## src/rtl/ysyx_25010008_ifu.sv

```systemverilog
// Instruction fetch unit: fetches one word per instruction over AXI4-Lite read,
// pulses ivalid to the decoder, then waits for the retired instruction's next PC.
module ysyx_25010008_ifu #(
  parameter logic [31:0] RESET_PC = 32'h8000_0000,
  parameter int unsigned TIMEOUT  = 255
) (
  input  logic        clk,
  input  logic        rst_n,
  output logic [31:0] araddr,
  output logic        arvalid,
  input  logic        arready,
  input  logic [31:0] rdata,
  input  logic [1:0]  rresp,
  input  logic        rvalid,
  output logic        rready,
  output logic [31:0] pc,
  output logic [31:0] inst,
  output logic        ivalid,
  input  logic [31:0] npc,
  input  logic        npc_valid,
  output logic        fetch_err
);

  localparam int unsigned CNT_W = (TIMEOUT < 2) ? 1 : $clog2(TIMEOUT + 1);
  localparam logic [CNT_W-1:0] CNT_LAST = CNT_W'(TIMEOUT - 1);
  localparam bit TIMEOUT_EN = (TIMEOUT != 0);

  typedef enum logic [2:0] {
    S_REQ,
    S_RESP,
    S_VALID,
    S_WAIT,
    S_ERR
  } state_t;

  state_t           state;
  state_t           next_state;
  logic [31:0]      pc_next;
  logic [31:0]      inst_next;
  logic [CNT_W-1:0] cnt;
  logic [CNT_W-1:0] cnt_next;

  assign araddr = pc;

  // Next-state and datapath update selection
  always_comb begin
    next_state = state;
    pc_next    = pc;
    inst_next  = inst;
    cnt_next   = cnt;
    case (state)
      S_REQ: begin
        if (arvalid && arready) next_state = S_RESP;
      end
      S_RESP: begin
        cnt_next = cnt + CNT_W'(1);
        if (rvalid) begin
          if (rresp == 2'b00) begin
            inst_next  = rdata;
            next_state = S_VALID;
          end else begin
            next_state = S_ERR;
          end
        end else if (TIMEOUT_EN && (cnt == CNT_LAST)) begin
          next_state = S_ERR;
        end
      end
      S_VALID, S_WAIT: begin
        if (npc_valid) begin
          if (npc[1:0] == 2'b00) begin
            pc_next    = npc;
            cnt_next   = '0;
            next_state = S_REQ;
          end else begin
            next_state = S_ERR;
          end
        end else begin
          next_state = S_WAIT;
        end
      end
      S_ERR: begin
        next_state = S_ERR;
      end
      default: begin
        next_state = S_REQ;
      end
    endcase
  end

  // Handshake/status outputs are registered decodes of the upcoming state
  always_ff @(posedge clk) begin
    if (!rst_n) begin
      state     <= S_REQ;
      pc        <= RESET_PC;
      inst      <= '0;
      cnt       <= '0;
      arvalid   <= 1'b0;
      rready    <= 1'b0;
      ivalid    <= 1'b0;
      fetch_err <= 1'b0;
    end else begin
      state     <= next_state;
      pc        <= pc_next;
      inst      <= inst_next;
      cnt       <= cnt_next;
      arvalid   <= (next_state == S_REQ);
      rready    <= (next_state == S_RESP);
      ivalid    <= (next_state == S_VALID);
      fetch_err <= (next_state == S_ERR);
    end
  end

endmodule

```

## config.mk

```make
export PLATFORM = sky130hd
export DESIGN_NAME = ysyx_25010008_ifu
export DESIGN_NICKNAME = d
export VERILOG_FILES = /design/src/rtl/ysyx_25010008_ifu.sv
export SDC_FILE = /design/constraint.sdc
export NUM_CORES = 1
export LEC_CHECK = 0
export CELL_PAD_IN_SITES_DETAIL_PLACEMENT = 0
export CELL_PAD_IN_SITES_GLOBAL_PLACEMENT = 2
export CORE_MARGIN = 4
export CORE_UTILIZATION = 18
export DETAILED_ROUTE_END_ITERATION = 6
export PLACE_DENSITY = 0.78
export SLEW_MARGIN = 40
export SYNTH_ARGS = -nofsm -noshare
export SYNTH_HDL_FRONTEND = slang
export SYNTH_SLANG_ARGS = --single-unit
```

## constraint.sdc

```tcl
create_clock -name clk -period 1.35 [get_ports clk]
set_clock_uncertainty 0.05 [all_clocks]
set_input_delay 0.2025 -clock clk [delete_from_list [all_inputs] [get_ports clk]]
set_output_delay 0.2025 -clock clk [all_outputs]
set_load 0.02 [all_outputs]
```

---- Yosys cells after proc, flatten, opt, wreduce, memory -nomap -nowiden ----
Cells that the tools add are included.
storage, ports and cells
  word-level logic and storage cells ...... 39
  bits in registers ....................... 79
  input port bits ......................... 71
cells by class
  reduce and logical (&&, ||, !) cells .... 10
  add/sub/neg operators ................... 1
  multiplexer cells ....................... 10
  equality and inequality tests ........... 10
operators with widths
  kind                                           count
  2-to-1 mux 3 bit                               6
  2-to-1 mux 8 bit                               2
  case mux 8 bit (2 select lines)                1
  case mux 3 bit (4 select lines)                1
  == test 3 x 2 -> 1 bit, second input constant  3
  AND reduction 3 bit                            3
  adder 8 x 1 -> 8 bit, second input constant    1
  == test 8 bit, second input constant           1
  == test 3 x 1 -> 1 bit, second input constant  2
  == test 3 bit, second input constant           2
  logical NOT 3 bit                              2
  logical NOT 2 bit                              2
  != test 2 bit, second input constant           2
  nonzero test 2 bit                             1
  OR reduction 2 bit                             1
  logical AND 1 bit                              1

---- Logic depth before layout (Yosys ltp) ----
  depth after elaboration ................. 5
  gate-level depth with buffers ........... 7

---- Worst setup path before layout ----
No wires, ideal clock.
  path type ............................... register to register
  start point ............................. reg state[2]
  end point ............................... reg pc[10], in the netlist araddr[10]
  slack ................................... -0.148 ns
  path buffers ............................ 3
  period minus slack after synthesis ...... 1.498 ns
  cell stages (with the launch flop) ...... 8
  arrival time ............................ 1.316 ns
  setup time .............................. 0.132 ns
  cell sequence ........................... dfxtp_1 -> buf_4 -> nand3b_1 -> or3_1 -> clkbuf_1 -> buf_2 -> nand2_1 -> a21oi_1
on the way
  cells in the longest elaborated chain, start to end .. 3
  elaborated cells between the ends (all ways) .. 4
  those cells by class .................... 2 x eq/ne; 2 x reduce/logical
RTL lines
  item                               RTL line  RTL
  start: declaration                 36        state_t state;
  start signal: assignment           102       state <= next_state;
  == test 3 x 2 -> 1 bit             51        case (state)
  OR reduction 2 bit (*)             51
  AND reduction 3 bit (no line) (*)  n/a
  end signal: assignment             103       pc <= pc_next;
  end: declaration                   16        output logic [31:0] pc,
Every way passes the cells marked *; elsewhere a longest branch is shown, timed or not.
A chain may end at the register's enable or synchronous reset.

---- Worst setup path after layout ----
  start point ............................. reg state[2]
  end point ............................... reg pc[0], in the netlist araddr[0]
Same word-level chain as after synthesis.

==> flow_summary.yaml <==
global_routing:
  use_met3_pct: 3.60
  grt_util_all_layers_pct: 12.2
  globalRouteMet2Util_pct: 20.7
  grt_first_pass_wirelength_um: 18600
  grt_max_degree: 25
  grt_use_met1_pct: 14.5
  grt_antenna_before_repair: 0
  grt_pass1_vias: 3385
  gr-total-overflow: 0
  grt-busiest-layer: "met2"
synth:
  ys_top_cells_by_area: "dfxtp_1 (50%), nand2_1 (15%), a21oi_1 (10%)"
  yosysTopAreaCell: "dfxtp_1"
  syn_nets: 461
  synth_edf_count: 0
  yosysSeqAreaShare_pct: 49.8
  synth_top_area_share_pct: 49.8
  ys_async_sr_fraction_pct: 0
  synth_area_mm2: 0.00317
  synth_seq_cells: 79
  synth_cell_types: 36
  yosysMostFrequentCell: "nand2_1"
  synth_cells: 388
  syn_avg_cell_area_um2: 8.18
  synthTopCellsByCount: "nand2_1 (127), dfxtp_1 (79), a21oi_1 (64)"
  yosysWarnings: 0
  synth_flop_cell: "dfxtp_1"
detailed_routing:
  routed_via_density: 4.22
  wl_um: 12800
  routedWlPerCell_um: 16.0
  first_pass_iters: 4
  drtIter0Drc: 62
  detail-route-antenna-nets: 0
  vias: 3368
  drc_errors: 0
clock_tree:
  htree_levels: 3
  clk_pin_slew_ns: 0.06
  clock_path_buffers: 2
  clock-sinks: 79
  ctsHoldBuffers: 0
  numCtsBuffers: 9
  ctsRootBufferMaster: "clkbuf_16"
  clk_latency_ns: 0.33
  cts_tree: "built"
layout:
  fillers: 1782
  fin_util_pct: 37.0
  regArea_mm2: 0.00160
  postLayoutCellArea_mm2: 0.00639
  syn_to_final_growth_pct: 101
  antenna_cells: 0
  drive_gt1_share_pct: 43.9
  final_cells: 799
  multi_input_area_mm2: 0.00196
  nNetsFinal: 642
placed_design:
  place_ws_ns: -0.434
  gp_congestion: 0.777
  dp.cells: 761
  port_buffers: 170
  dp_hpwl_um: 7810
  postPlaceCellArea_mm2: 0.00510
timing:
  fmax_mhz: 641
  hold_violations: 0
  setup_violations: 76
  slew_headroom_pct: 75.2
  grt_setup_unrepaired: "true"
  post-route-period-util_pct: 116
  fin_crit_ns: 1.56
  tightest_slew_ns: 0.370
  slew_viol_final: 0
  worst_slack_ns: -0.210
run_status:
  violations: "negative setup slack"
  outcome: "finished with violations"
setup_path:
  slowest_delay_ns: 0.48
  critical_path_class: "flop to flop"
  slowest_stage: "or3_4"
  path_buf_inv: 1
  critPathCaptureType: "flop"
  crit_fanout: 6
  crit_arrival_ns: 1.74
  critical_path.cell_chain: "nand3b_1 -> or3_4 -> clkbuf_16 -> and3_1"
  critPathLaunchType: "flop"
  critPathRequiredTime_ns: 1.53
  critPathTopFamily: "simple AND/OR/NAND/NOR gates"
die:
  row_count: 48
  die_area_mm2: 0.0198
  start_util_pct: 18.3
  io_pins: 171
  die_h_um: 141
  core_mm2: 0.0173
  die_w_um: 141
power:
  cellPowerDensity_mw_per_mm2: 866
  p_leak_nw: 2.65
  peakVddDrop_uv: 523
hold_path:
  hp-class: "primary input to flop"
flow_run:
  cap_violations: 0
## through the flow
step / hold WS [ns] / TNS (ns) / power (W)
global route: 0.365 / -15.27 / 0.00578
global placement: 0.393 / -27.50 / 0.00289
finish: 0.369 / -10.45 / 0.00554
detailed placement: 0.396 / -27.96 / 0.00289
floorplan: 0.224 / -4.66 / 0.00255
CTS: 0.343 / -9.43 / 0.00560
## kinds of logic (layout without fill, tap and decap cells)
| family | Yosys count | count (layout) | synth area share (%) |
|---|---|---|---|
| flip-flops | 79 | 79 | 49.8 |
| adder cells (fa/ha/maj) | 2 | 2 | 0.789 |
| AO/OA/AOI/OAI | 78 | 78 | 13.9 |
| XOR/XNOR | 5 | 5 | 1.38 |
| AND/OR/NAND/NOR | 166 | 166 | 22.2 |
| buffers and inverters | 58 | 244 | 11.8 |
## metal layers
layer	part of all wire [%]	vias up
met1	42	1601
met3	7.6	13
li1	-	1613
met4	1.5	0
met2	49	141
met5	0	-
## worst min-delay path: cells and delay by family
kind	cells	cell delay [ns]
AOI/OAI and AO/OA	1	0.05
and+or+nand+nor	1	0.06
buffers and inverters	1	0.40
## where the power goes
| part | total, W | internal (W) | switching, W | leakage [nW] |
|---|---|---|---|---|
| Combinational | 0.000594 | 0.000340 | 0.000254 | 1.86 |
| Clock | 0.00258 | 0.00161 | 0.000965 | 0.148 |
| Sequential | 0.00237 | 0.00235 | 0.0000164 | 0.641 |
| Total | 0.00554 | 0.00430 | 0.00124 | 2.65 |
## flip-flops by register name (all words and copies together) (netlist names)
name / count
araddr: 32
inst: 32
cnt: 8
state: 3
arvalid: 1
fetch_err: 1
ivalid: 1
rready: 1
## path summary, 6_finish.rpt
check | end | depth (start not counted) | slack (ns) | start
worst max-delay path | araddr[0]$_SDFFE_PN0P_ | 4 | -0.21 | state[2]$_SDFF_PN0_
worst min-delay path | araddr[10]$_SDFFE_PN0P_ | 3 | 0.37 | npc[10]
worst max register to register | araddr[0]$_SDFFE_PN0P_ | 4 | -0.21 | state[2]$_SDFF_PN0_
worst min register to register | inst[23]$_SDFFE_PN0P_ | 2 | 0.40 | inst[23]$_SDFFE_PN0P_
## area by class of cell
type	count	area share (%)
sequential	79	25.0
timing repair buffer	224	34.8
multi-input combinational	251	30.7
inverter	4	0.235
tap	225	4.40
clock inverter	6	1.33
clock buffer	10	3.58
## layout by cell type, fill, tap and decap left out, types with 2 or more instances in the layout
| cell | n |
|---|---|
| dfxtp_1 | 74 |
| clkdlybuf4s50_1 | 70 |
| nand2_1 | 64 |
| dlygate4sd2_1 | 57 |
| a21oi_2 | 55 |
| nand2_4 | 38 |
| clkbuf_2 | 28 |
| nand2_2 | 24 |
| buf_4 | 23 |
| clkdlybuf4s15_1 | 15 |
| buf_12 | 13 |
| clkbuf_16 | 11 |
| buf_6 | 11 |
| a21oi_1 | 9 |
| nor2_1 | 8 |
| xnor2_1 | 5 |
| nor2_4 | 4 |
| a211oi_2 | 4 |
| buf_16 | 4 |
| dfxtp_4 | 4 |
| inv_1 | 3 |
| and3_4 | 3 |
| nor2_2 | 2 |
| nand3_2 | 2 |
| o21ai_1 | 2 |
| nor4_2 | 2 |
| bufinv_16 | 2 |
| clkinv_2 | 2 |
| clkinvlp_4 | 2 |
## repair_timing
| item | in CTS | in global routing |
|---|---|---|
| cloned | 8 | 3 |
| buffers inserted | 13 | 6 |
| endpoints found under the setup margin | 176 | 100 |
| pin swaps | 40 | 70 |
| gates resized for setup | 191 | 209 |
Power figures use the tool's default switching activity.
